<file path="config.mk">
export PLATFORM = sky130hd
export DESIGN_NAME = error_detector
export DESIGN_NICKNAME = d
export VERILOG_FILES = /design/src/rtl/ft_pkg.sv /design/src/rtl/skew_fifo.sv /design/src/rtl/error_detector.sv
export SDC_FILE = /design/constraint.sdc
export NUM_CORES = 1
export LEC_CHECK = 0
export BUFFER_PORTS_ARGS = -buffer_cell sky130_fd_sc_hd__buf_2
export CAP_MARGIN = 5
export CORE_MARGIN = 2
export CORE_UTILIZATION = 50
export DETAILED_ROUTE_END_ITERATION = 6
export MAX_ROUTING_LAYER = met4
export PLACE_DENSITY = 0.69
export SYNTH_ARGS = -nofsm -noshare
export SYNTH_HDL_FRONTEND = slang
export SYNTH_SLANG_ARGS = --single-unit
</file>
<file path="constraint.sdc">
create_clock -name clk_i -period 10.47 [get_ports clk_i]
set_input_delay 2.094 -clock clk_i [delete_from_list [all_inputs] [get_ports clk_i]]
set_output_delay 2.094 -clock clk_i [all_outputs]
set_load 0.05 [all_outputs]
</file>
<file path="src/rtl/ft_pkg.sv">
// Shared types for the lockstep error detector: retire-entry tuple, error cause
// codes and detector FSM states.
package ft_pkg;

  // Entry fields are sized for the widest supported configuration; narrower
  // register indices and data are zero-extended on entry.
  localparam int RE_PC_W   = 32;
  localparam int RE_ADDR_W = 8;
  localparam int RE_DATA_W = 64;

  typedef struct packed {
    logic [RE_PC_W-1:0]   pc;
    logic [RE_ADDR_W-1:0] waddr;
    logic [RE_DATA_W-1:0] wdata;
  } retire_entry_t;

  typedef enum logic [1:0] {
    CAUSE_NONE     = 2'b00,
    CAUSE_MISMATCH = 2'b01,
    CAUSE_TIMEOUT  = 2'b10,
    CAUSE_OVERFLOW = 2'b11
  } err_cause_e;

  typedef enum logic [1:0] {
    ST_RUN     = 2'd0,
    ST_FLAG    = 2'd1,
    ST_BLOCKED = 2'd2
  } det_state_e;

endpackage

</file>
<file path="src/rtl/skew_fifo.sv">
// Per-core skew buffer: retire tuples queue here until the other core catches up.
// A push into a full buffer is dropped unless a pop frees the slot in the same cycle.
module skew_fifo
  import ft_pkg::*;
#(
  parameter int DEPTH = 4
) (
  input  logic          i_clk,
  input  logic          i_rst,
  input  logic          i_flush,
  input  logic          i_push,
  input  retire_entry_t i_data,
  input  logic          i_pop,
  output retire_entry_t o_head,
  output logic          o_full,
  output logic          o_empty
);

  localparam int PTR_W = $clog2(DEPTH);

  retire_entry_t  r_mem [DEPTH];
  logic [PTR_W:0] r_wptr;
  logic [PTR_W:0] r_rptr;
  logic           w_do_push;
  logic           w_do_pop;

  // Extra pointer bit distinguishes full from empty when the indices coincide.
  assign o_empty   = (r_wptr == r_rptr);
  assign o_full    = (r_wptr[PTR_W-1:0] == r_rptr[PTR_W-1:0]) &&
                     (r_wptr[PTR_W] != r_rptr[PTR_W]);
  assign w_do_pop  = i_pop && !o_empty;
  assign w_do_push = i_push && (!o_full || w_do_pop);
  assign o_head    = r_mem[r_rptr[PTR_W-1:0]];

  always_ff @(posedge i_clk) begin
    if (i_rst || i_flush) begin
      r_wptr <= '0;
      r_rptr <= '0;
    end else begin
      if (w_do_push) r_wptr <= r_wptr + 1'b1;
      if (w_do_pop)  r_rptr <= r_rptr + 1'b1;
    end
  end

  always_ff @(posedge i_clk) begin
    if (w_do_push) r_mem[r_wptr[PTR_W-1:0]] <= i_data;
  end

endmodule

</file>
<file path="src/rtl/error_detector.sv">
// Lockstep retire comparator: buffers both cores' retire streams, compares them
// in order and raises mismatch/timeout/overflow errors. Macro: FT_ERR_COUNTER_EN.
module error_detector
  import ft_pkg::*;
#(
  parameter int DATA_WIDTH = 32,
  parameter int ADDR_WIDTH = 5,
  parameter int FIFO_DEPTH = 4,
  parameter int TIMEOUT    = 8
) (
  input  logic                  clk_i,
  input  logic                  rst_i,
  input  logic                  valid_a_i,
  input  logic                  valid_b_i,
  input  logic [31:0]           pc_a_i,
  input  logic [31:0]           pc_b_i,
  input  logic [ADDR_WIDTH-1:0] waddr_a_i,
  input  logic [ADDR_WIDTH-1:0] waddr_b_i,
  input  logic [DATA_WIDTH-1:0] wdata_a_i,
  input  logic [DATA_WIDTH-1:0] wdata_b_i,
  input  logic                  resume_i,
  output logic                  error_o,
  output logic [1:0]            err_cause_o,
  output logic [15:0]           error_count_o,
  output det_state_e            dbg_state_o
);

  localparam int TO_W = $clog2(TIMEOUT + 1);

  det_state_e      r_state;
  det_state_e      w_state_next;
  err_cause_e      r_cause;
  err_cause_e      w_cause;
  logic [TO_W-1:0] r_to_cnt;

  retire_entry_t w_in_a;
  retire_entry_t w_in_b;
  retire_entry_t w_head_a;
  retire_entry_t w_head_b;
  logic          w_full_a;
  logic          w_full_b;
  logic          w_empty_a;
  logic          w_empty_b;
  logic          w_run;
  logic          w_flush;
  logic          w_push_a;
  logic          w_push_b;
  logic          w_both;
  logic          w_pop;
  logic          w_one_sided;
  logic          w_mismatch;
  logic          w_timeout;
  logic          w_overflow;
  logic          w_any_err;

  assign w_in_a = '{pc: pc_a_i, waddr: RE_ADDR_W'(waddr_a_i), wdata: RE_DATA_W'(wdata_a_i)};
  assign w_in_b = '{pc: pc_b_i, waddr: RE_ADDR_W'(waddr_b_i), wdata: RE_DATA_W'(wdata_b_i)};

  // Retire strobes are valid-only with no backpressure: a tuple is taken on every
  // cycle valid is high while running; a push the buffer cannot hold is an overflow.
  assign w_run    = (r_state == ST_RUN);
  assign w_flush  = !w_run;
  assign w_push_a = valid_a_i && w_run;
  assign w_push_b = valid_b_i && w_run;

  skew_fifo #(.DEPTH(FIFO_DEPTH)) u_fifo_a (
    .i_clk   (clk_i),
    .i_rst   (rst_i),
    .i_flush (w_flush),
    .i_push  (w_push_a),
    .i_data  (w_in_a),
    .i_pop   (w_pop),
    .o_head  (w_head_a),
    .o_full  (w_full_a),
    .o_empty (w_empty_a)
  );

  skew_fifo #(.DEPTH(FIFO_DEPTH)) u_fifo_b (
    .i_clk   (clk_i),
    .i_rst   (rst_i),
    .i_flush (w_flush),
    .i_push  (w_push_b),
    .i_data  (w_in_b),
    .i_pop   (w_pop),
    .o_head  (w_head_b),
    .o_full  (w_full_b),
    .o_empty (w_empty_b)
  );

  assign w_both      = !w_empty_a && !w_empty_b;
  assign w_pop       = w_run && w_both && (w_head_a == w_head_b);
  assign w_mismatch  = w_run && w_both && (w_head_a != w_head_b);
  assign w_one_sided = w_empty_a ^ w_empty_b;
  // Fires on the TIMEOUT-th consecutive one-sided cycle.
  assign w_timeout   = w_run && w_one_sided && (r_to_cnt == TO_W'(TIMEOUT - 1));
  assign w_overflow  = (w_push_a && w_full_a && !w_pop) ||
                       (w_push_b && w_full_b && !w_pop);
  assign w_any_err   = w_overflow || w_mismatch || w_timeout;

  always_comb begin
    w_state_next = r_state;
    w_cause      = CAUSE_NONE;
    if (w_overflow)      w_cause = CAUSE_OVERFLOW;
    else if (w_mismatch) w_cause = CAUSE_MISMATCH;
    else if (w_timeout)  w_cause = CAUSE_TIMEOUT;
    case (r_state)
      ST_RUN:     if (w_any_err) w_state_next = ST_FLAG;
      ST_FLAG:    w_state_next = ST_BLOCKED;
      ST_BLOCKED: if (resume_i) w_state_next = ST_RUN;
      default:    w_state_next = ST_RUN;
    endcase
  end

  always_ff @(posedge clk_i) begin
    if (rst_i) begin
      r_state <= ST_RUN;
      r_cause <= CAUSE_NONE;
    end else begin
      r_state <= w_state_next;
      if (w_run && w_any_err) r_cause <= w_cause;
    end
  end

  always_ff @(posedge clk_i) begin
    if (rst_i || !w_run || !w_one_sided) r_to_cnt <= '0;
    else                                 r_to_cnt <= r_to_cnt + 1'b1;
  end

  assign error_o     = (r_state == ST_FLAG);
  assign err_cause_o = error_o ? r_cause : CAUSE_NONE;
  assign dbg_state_o = r_state;

`ifdef FT_ERR_COUNTER_EN
  logic [15:0] r_err_cnt;

  always_ff @(posedge clk_i) begin
    if (rst_i)                                         r_err_cnt <= '0;
    else if (error_o && (r_err_cnt != 16'hFFFF))       r_err_cnt <= r_err_cnt + 16'd1;
  end

  assign error_count_o = r_err_cnt;
`else
  assign error_count_o = '0;
`endif

endmodule

</file>
==> results of run 1 <==
-- kinds of logic (layout without fill, tap and decap cells) --
family                   count (synthesis)  in the layout
other                                    1             23
buffers and inverters                   57            269
AO/OA/AOI/OAI                           17             17
adder cells (fa/ha/maj)                 12             12
multiplexers                           148            148
flip-flops                             576            576
XOR/XNOR                                77             77
AND/OR/NAND/NOR                         87             87
-- registers in the layout (all words and copies together), names as in the netlist, named ones only --
register and count:
u_fifo_a.r_mem 276, u_fifo_b.r_mem 276, r_to_cnt 4, u_fifo_a.r_rptr 3, u_fifo_a.r_wptr 3, u_fifo_b.r_rptr 3
u_fifo_b.r_wptr 3, dbg_state_o 2, r_cause 2
-- stage by stage --
step	cells	setup WS, ns	power [mW]	area (µm²)	hold WS [ns]
after floorplan	990	2.89	3.27	22100	0.418
after global placement	1684	4.49	3.45	23300	0.432
after detailed placement	1684	4.57	3.47	23300	0.435
after CTS	1787	4.51	5.34	25000	0.445
after global routing	1792	4.15	5.48	25100	0.467
final	1794	4.62	5.28	25100	0.445
-- metal layers --
layer / global-route usage [%] / share of wire [%]
met3: 3.18 / 5.4
met1: 27.4 / 44
met2: 30.7 / 49
met5: - / 0
met4: 5.77 / 2.3
-- final cells by class --
cell class,count,area (µm²)
Antenna cell,7,17.5
Clock buffer,70,1500
Clock inverter,33,210
Fill cell,3139,18200
Inverter,8,30.0
Multi-Input combinational cell,357,4680
Sequential cell,576,17100
Tap cell,585,732
Timing Repair Buffer,158,818
-- how the worst max path moves through the flow --
stage,startpoint,to,slack [ns]
3_3_place_gp,register,u_fifo_b.r_mem[2][19],4.49
2_1_floorplan,register,u_fifo_a.r_mem[3][0],2.89
3_5_place_dp,register,u_fifo_b.r_mem[2][60],4.57
4_1_cts,register,u_fifo_b.r_mem[2][61],4.51
6_report,register,u_fifo_b.r_mem[1][35],4.62
5_1_grt,register,u_fifo_b.r_mem[1][67],4.15
-- report_power, final --
| group | internal (mW) | total (mW) | switching [mW] |
|---|---|---|---|
| Combinational | 0.209 | 0.550 | 0.341 |
| Clock | 1.06 | 1.87 | 0.816 |
| Sequential | 2.81 | 2.86 | 0.0557 |
-- cells in the mapped netlist (all sizes together), types with 9 or more instances --
cell      n
nor2     17
nand2    22
edfxtp  552
dfxtp    24
mux4    138
ha       12
clkbuf   15
nand4    17
buf      34
xnor2    68
and2      9
xor2      9
-- worst register-to-register path, delay by kind of cell, from the launching register on --
family	cells	cell delay [ns]
simple gates	5	1.79
buf+inv	2	1.35
flops	1	0.86
mux	1	0.71
compound gates	1	0.44
xor+xnor	1	0.30
==> reports/summary.txt, run 1 <==
Nature of the critical path endpoint: register
DR pass1 iterations: 5
Highest clock rate: 171 MHz
Clock-pin slew on the worst setup and hold paths: 0.06 ns
# rows: 76
Critical path required time: 10.69 ns
Wire length per cell after detailed routing: 23.6 µm
# nets final: 1313
Commonest cells after routing, fill and taps aside: 552 x edfxtp_1, 147 x buf_2, 138 x mux4_2
Die height: 214 µm
CP peak stage delay: 0.86 ns
Post-synth EDFFs: 552
Synth warn: 0
CP Class: reg -> reg
Status: finished clean
RD Place Congestion: 0.719
Vias in the first global route: 10253
# DRC: 0
Worst min-delay path category: reg -> reg
CTS tree: yes
Max Buffers Root-to-Sink: 3
Commonest non-fill, non-tap cell in the layout: edfxtp_1
H-tree depth: 2
Worst-Margin Slew: 1.18 ns
Worst EP arrival: 6.07 ns
CP delay by family, top: simple AND/OR/NAND/NOR gates
Iteration-0 DRC Markers: 847
Final min period: 5.85 ns
TNS Setup: 0 ns
Max rail drop VDD: 143 µV
Clk sinks: 576
Top Ports: 164
Via count: 9865
Synth area leaders: edfxtp_1 75%, mux4_2 14%, xnor2_1 2.7%
Routed WL: 42.4 mm
Yosys top cell by area: edfxtp_1
Slew margin rel.: 21.5%
Fin. max-slew vios: 0
Final Hold Viols: 0
Root Buffer: clkbuf_16
Wire length of the first global-routing pass: 63.3 mm
Main combinational cell family by area after synthesis: multiplexers
Worst Hold Launch: r_to_cnt[0]
Synth Area in XOR/XNOR: 3.06%
Async set-reset flop share out of synthesis: 0%
Crit path max fanout: 44
Syn avg cell area: 22.6 µm²
Pleak: 8.05 nW
Post-DRT Antenna Nets: 0
Final setup viols: 0
WP buf/inv: 2
Share of the synthesized area in the top cell type: 75.3%
Worst Reg-to-Reg Cells: 10
Reg2Reg Capture Point: u_fifo_b.r_mem[1][35]
Seq cells post-synth: 576
Worst-skew pair later-pin latency: 0.60 ns
Pin count of the biggest net entering global routing: 70
Post-layout util: 57.9%
CP most frequent cell: buf_4
I/O Buffers: 147
Share of post-route cells with drive strength above 1: 32.4%
Sequential cell area fraction in the yosys report: 77.5%
Area delta synth->final: 13.9%
Post-Syn Area: 0.0220 mm²
Synth Area in Simple Gates: 2.01%
Number of vias per cell: 5.50
Synth Instances: 975
Clock Skew: 0.0170 ns
CTS Buf Count: 57
Cells along the critical path: buf_4 > mux4_2 > xnor2_1 > nand4_1 > nor4_1 > nand3_1 > o31a_1 > nor2_1 > and2_4 > buf_4
Crit path launch type: register
Die area: 0.0457 mm²
RSZ-0062 raised after global routing: no
Core Region: 0.0433 mm²
Prevailing post-synth register cell: edfxtp_1
CP Depth: 10
Max Cap Viol: 0
Pwr Density: 211 mW/mm²
Post-CTS Setup Inserts: 0
WHS Path Cells: 1
Min-Delay Endpoint: r_to_cnt[0]
Post-CTS sizing: 0
Netlist cell types: 34
Total grt overflow: 0
Complex-gate fraction of the synthesized area: 0.540%
Die W: 214 µm
GRT Overall Usage: 19.7%
Antenna violations before repair: 7
DP HPWL: 25.6 mm
Initial Utilization: 50.9%
Post-synthesis adder-cell area fraction: 0.682%
Mux contribution to synthesized area: 14.6%
Hold_buf cts: 0
Slowest stage cell on the critical path: dfxtp_4
Worst reg2reg setup slack: 4.62 ns
Crit share post-route: 55.9%
No activity file was read; power rests on OpenSTA's default activity.
==> run 2: changes to the inputs <==
--- a/config.mk
+++ b/config.mk
@@ -5,6 +5,7 @@
 export SDC_FILE = /design/constraint.sdc
 export NUM_CORES = 1
 export LEC_CHECK = 0
+export ABC_AREA = 1
 export BUFFER_PORTS_ARGS = -buffer_cell sky130_fd_sc_hd__buf_2
 export CAP_MARGIN = 5
 export CORE_MARGIN = 2
==> constraint.sdc (replaced) <==
create_clock -name clk_i -period 5.4 [get_ports clk_i]
set_input_delay 1.08 -clock clk_i [delete_from_list [all_inputs] [get_ports clk_i]]
set_output_delay 1.08 -clock clk_i [all_outputs]
set_load 0.05 [all_outputs]
==> run 2 against run 1 <==
Flip-flop and latch count unchanged. Critical endpoint is now u_fifo_b.r_mem[3][10]. Synthesized cell count increased by 120%. Highest routed layer unchanged. First-iteration DRC count increased by 120%.
==> reports/summary.txt, run 2 <==
Commonest cells after routing, fill and taps aside: 964 x nand2_1, 552 x edfxtp_1, 330 x nand3_1
Reg2Reg Capture Point: u_fifo_b.r_mem[3][10]
Status: finished clean
Clock-pin slew on the worst setup and hold paths: 0.06 ns
Gate power share: 8.5%
# DRC: 0
Slew margin rel.: 25.8%
CTS Buf Count: 53
Final Hold Viols: 0
Hold_buf cts: 0
CP Class: reg -> reg
Worst Hold Launch: r_to_cnt[0]
Power consumption: 9.85 mW
TNS Setup: 0 ns
WL met2: 25.6 mm
Iteration-0 DRC Markers: 1844
Max Cap Viol: 0
Post-DRT Antenna Nets: 0
Post-CTS sizing: 0
Multi-input logic area: 0.00617 mm²
Post-CTS Setup Inserts: 0
Clk sinks: 576
H-tree depth: 2
Worst-skew pair later-pin latency: 0.60 ns
RSZ-0062 raised after global routing: no
Post-synth EDFFs: 552
Pwr Density: 364 mW/mm²
Number of vias per cell: 5.37
Int Pwr: 7.62 mW
Worst-Margin Slew: 1.11 ns
Clock power share: 38.2%
Wl on met1: 25.7 mm
Post-synth top cells: 964 x nand2_1, 552 x edfxtp_1, 330 x nand3_1
Async set-reset flop share out of synthesis: 0%
CP peak stage delay: 0.76 ns
Met3 wire length: 5.12 mm
Synth Instances: 2176
Post-Place Cells: 2868
Max rail drop VDD: 206 µV
Worst min-delay path category: reg -> reg
Fin. max-slew vios: 0
Worst reg2reg setup slack: 0.82 ns
Core Region: 0.0475 mm²
Max Buffers Root-to-Sink: 3
DR pass1 iterations: 6
Worst Reg-to-Reg Cells: 15
Prevailing post-synth register cell: edfxtp_1
Root Buffer: clkbuf_16
Synth area leaders: edfxtp_1 69%, nand2_1 15%, nand3_1 6.9%
Highest clock rate: 218 MHz
Switching power: 2.23 mW
Top-count cell post-synth: nand2_1
Die W: 223 µm
Post-layout util: 56.9%
Synth warn: 0
Clock Skew: 0.0193 ns
Pleak: 10.7 nW
Syn avg cell area: 11.0 µm²
# nets final: 2463
Crit path max fanout: 105
Commonest non-fill, non-tap cell in the layout: nand2_1
GRT Overall Usage: 23.7%
Register Area: 0.0171 mm²
Routed WL: 57.4 mm
Switching share of power: 22.6%
CP delay by family, top: simple AND/OR/NAND/NOR gates
DP HPWL: 36.8 mm
CP most frequent cell: nand2_1
Nature of the critical path endpoint: register
Netlist cell types: 26
Vias in the first global route: 14859
Layout Cells excl Fill: 2969
Critical path required time: 5.63 ns
Initial Utilization: 50.5%
Share of post-route cells with drive strength above 1: 11.4%
WP buf/inv: 3
Dpl ws: 0.836 ns
Post-Syn Area: 0.0240 mm²
Crit path launch type: register
Worst EP arrival: 4.81 ns
Seq cells post-synth: 576
CTS tree: yes
Crit share post-route: 84.8%
Sequential cell area fraction in the yosys report: 71.0%
# rows: 80
Total grt overflow: 0
Min-Delay Endpoint: r_to_cnt[0]
Area delta synth->final: 12.6%
Final min period: 4.58 ns
Slowest stage cell on the critical path: inv_4
Fill cell count: 3786
WHS Path Cells: 1
Top Ports: 164
Highest routed layer: met4
Final setup viols: 0
Die height: 223 µm
Wire length of the first global-routing pass: 86.7 mm
Pin count of the biggest net entering global routing: 140
Antenna violations before repair: 12
I/O Buffers: 147
Wire length per cell after detailed routing: 19.3 µm
Via count: 15957
RD Place Congestion: 0.876
Reg power frac: 53.4%
Post-route setup slack: 0.820 ns
Cells along the critical path: inv_4 > buf_4 > nand2_1 > nand3_1 > nand2_1 > xnor2_1 > nand3_1 > nor2_1 > nand2_1 > nor2_1 > nand4_1 > nand2_1 > nand2_1 > nor2_4 > buf_12
Die area: 0.0498 mm²
Share of the synthesized area in the top cell type: 69.0%
Yosys top cell by area: edfxtp_1
run 2: metal layers:
| layer | global-route usage [%] | vias up |
|---|---|---|
| met4 | 5.54 | 0 |
| met3 | 4.87 | 73 |
| li1 | - | 7625 |
| met1 | 34.7 | 7620 |
| met2 | 34.4 | 639 |
| met5 | - | - |
run 2: final cells by class:
| type | instances | area share, % |
|---|---|---|
| Sequential cell | 576 | 63.1 |
| Inverter | 64 | 0.906 |
| Clock inverter | 24 | 1.14 |
| Clock buffer | 66 | 5.24 |
| Tap cell | 615 | 2.84 |
| Antenna cell | 11 | 0.102 |
| Multi-Input combinational cell | 1441 | 22.8 |
| Timing Repair Buffer | 172 | 3.92 |
run 2: stage by stage:
stage	cell area, µm²	hold WS (ns)
5_1_grt	27100	0.480
3_5_place_dp	25300	0.445
2_1_floorplan	24100	0.418
3_3_place_gp	25300	0.428
6_report	27100	0.459
4_1_cts	27000	0.461
run 2: worst max-delay path by stage:
stage / slack, ns / endpoint / depth (start not counted)
floorplan: 0.21 / u_fifo_a.r_mem[0][0] / 14
global placement: 0.94 / u_fifo_b.r_mem[3][44] / 15
detailed placement: 0.84 / u_fifo_b.r_mem[3][44] / 15
CTS: 0.81 / u_fifo_b.r_mem[3][4] / 15
global route: 0.55 / u_fifo_b.r_mem[2][23] / 15
finish: 0.82 / u_fifo_b.r_mem[3][10] / 15
run 2: worst reg2reg max path, delay by kind of cell (launching register included):
kind / cells / cell delay [ns]
AND/OR/NAND/NOR: 11 / 2.02
buffers and inverters: 3 / 1.61
flip-flops: 1 / 0.35
XOR/XNOR: 1 / 0.20
run 2: kinds of logic after synthesis:
group | count (synthesis) | synth area share, %
simple gates | 1372 | 23.3
flops | 576 | 71.0
buf+inv | 174 | 3.83
xor+xnor | 23 | 0.838
compound gates | 18 | 0.385
fa+ha+maj | 12 | 0.625
other cells | 1 | 0.0156
run 2: power by group through the flow:
| stage | registers (mW) | logic, mW | clock network, mW |
|---|---|---|---|
| after global routing | 5.27 | 0.924 | 3.97 |
| after detailed placement | 5.35 | 0.831 | 0 |
| after CTS | 5.25 | 0.836 | 3.80 |
| after floorplan | 5.37 | 0.481 | 0 |
| final | 5.26 | 0.835 | 3.76 |
| after global placement | 5.34 | 0.813 | 0 |
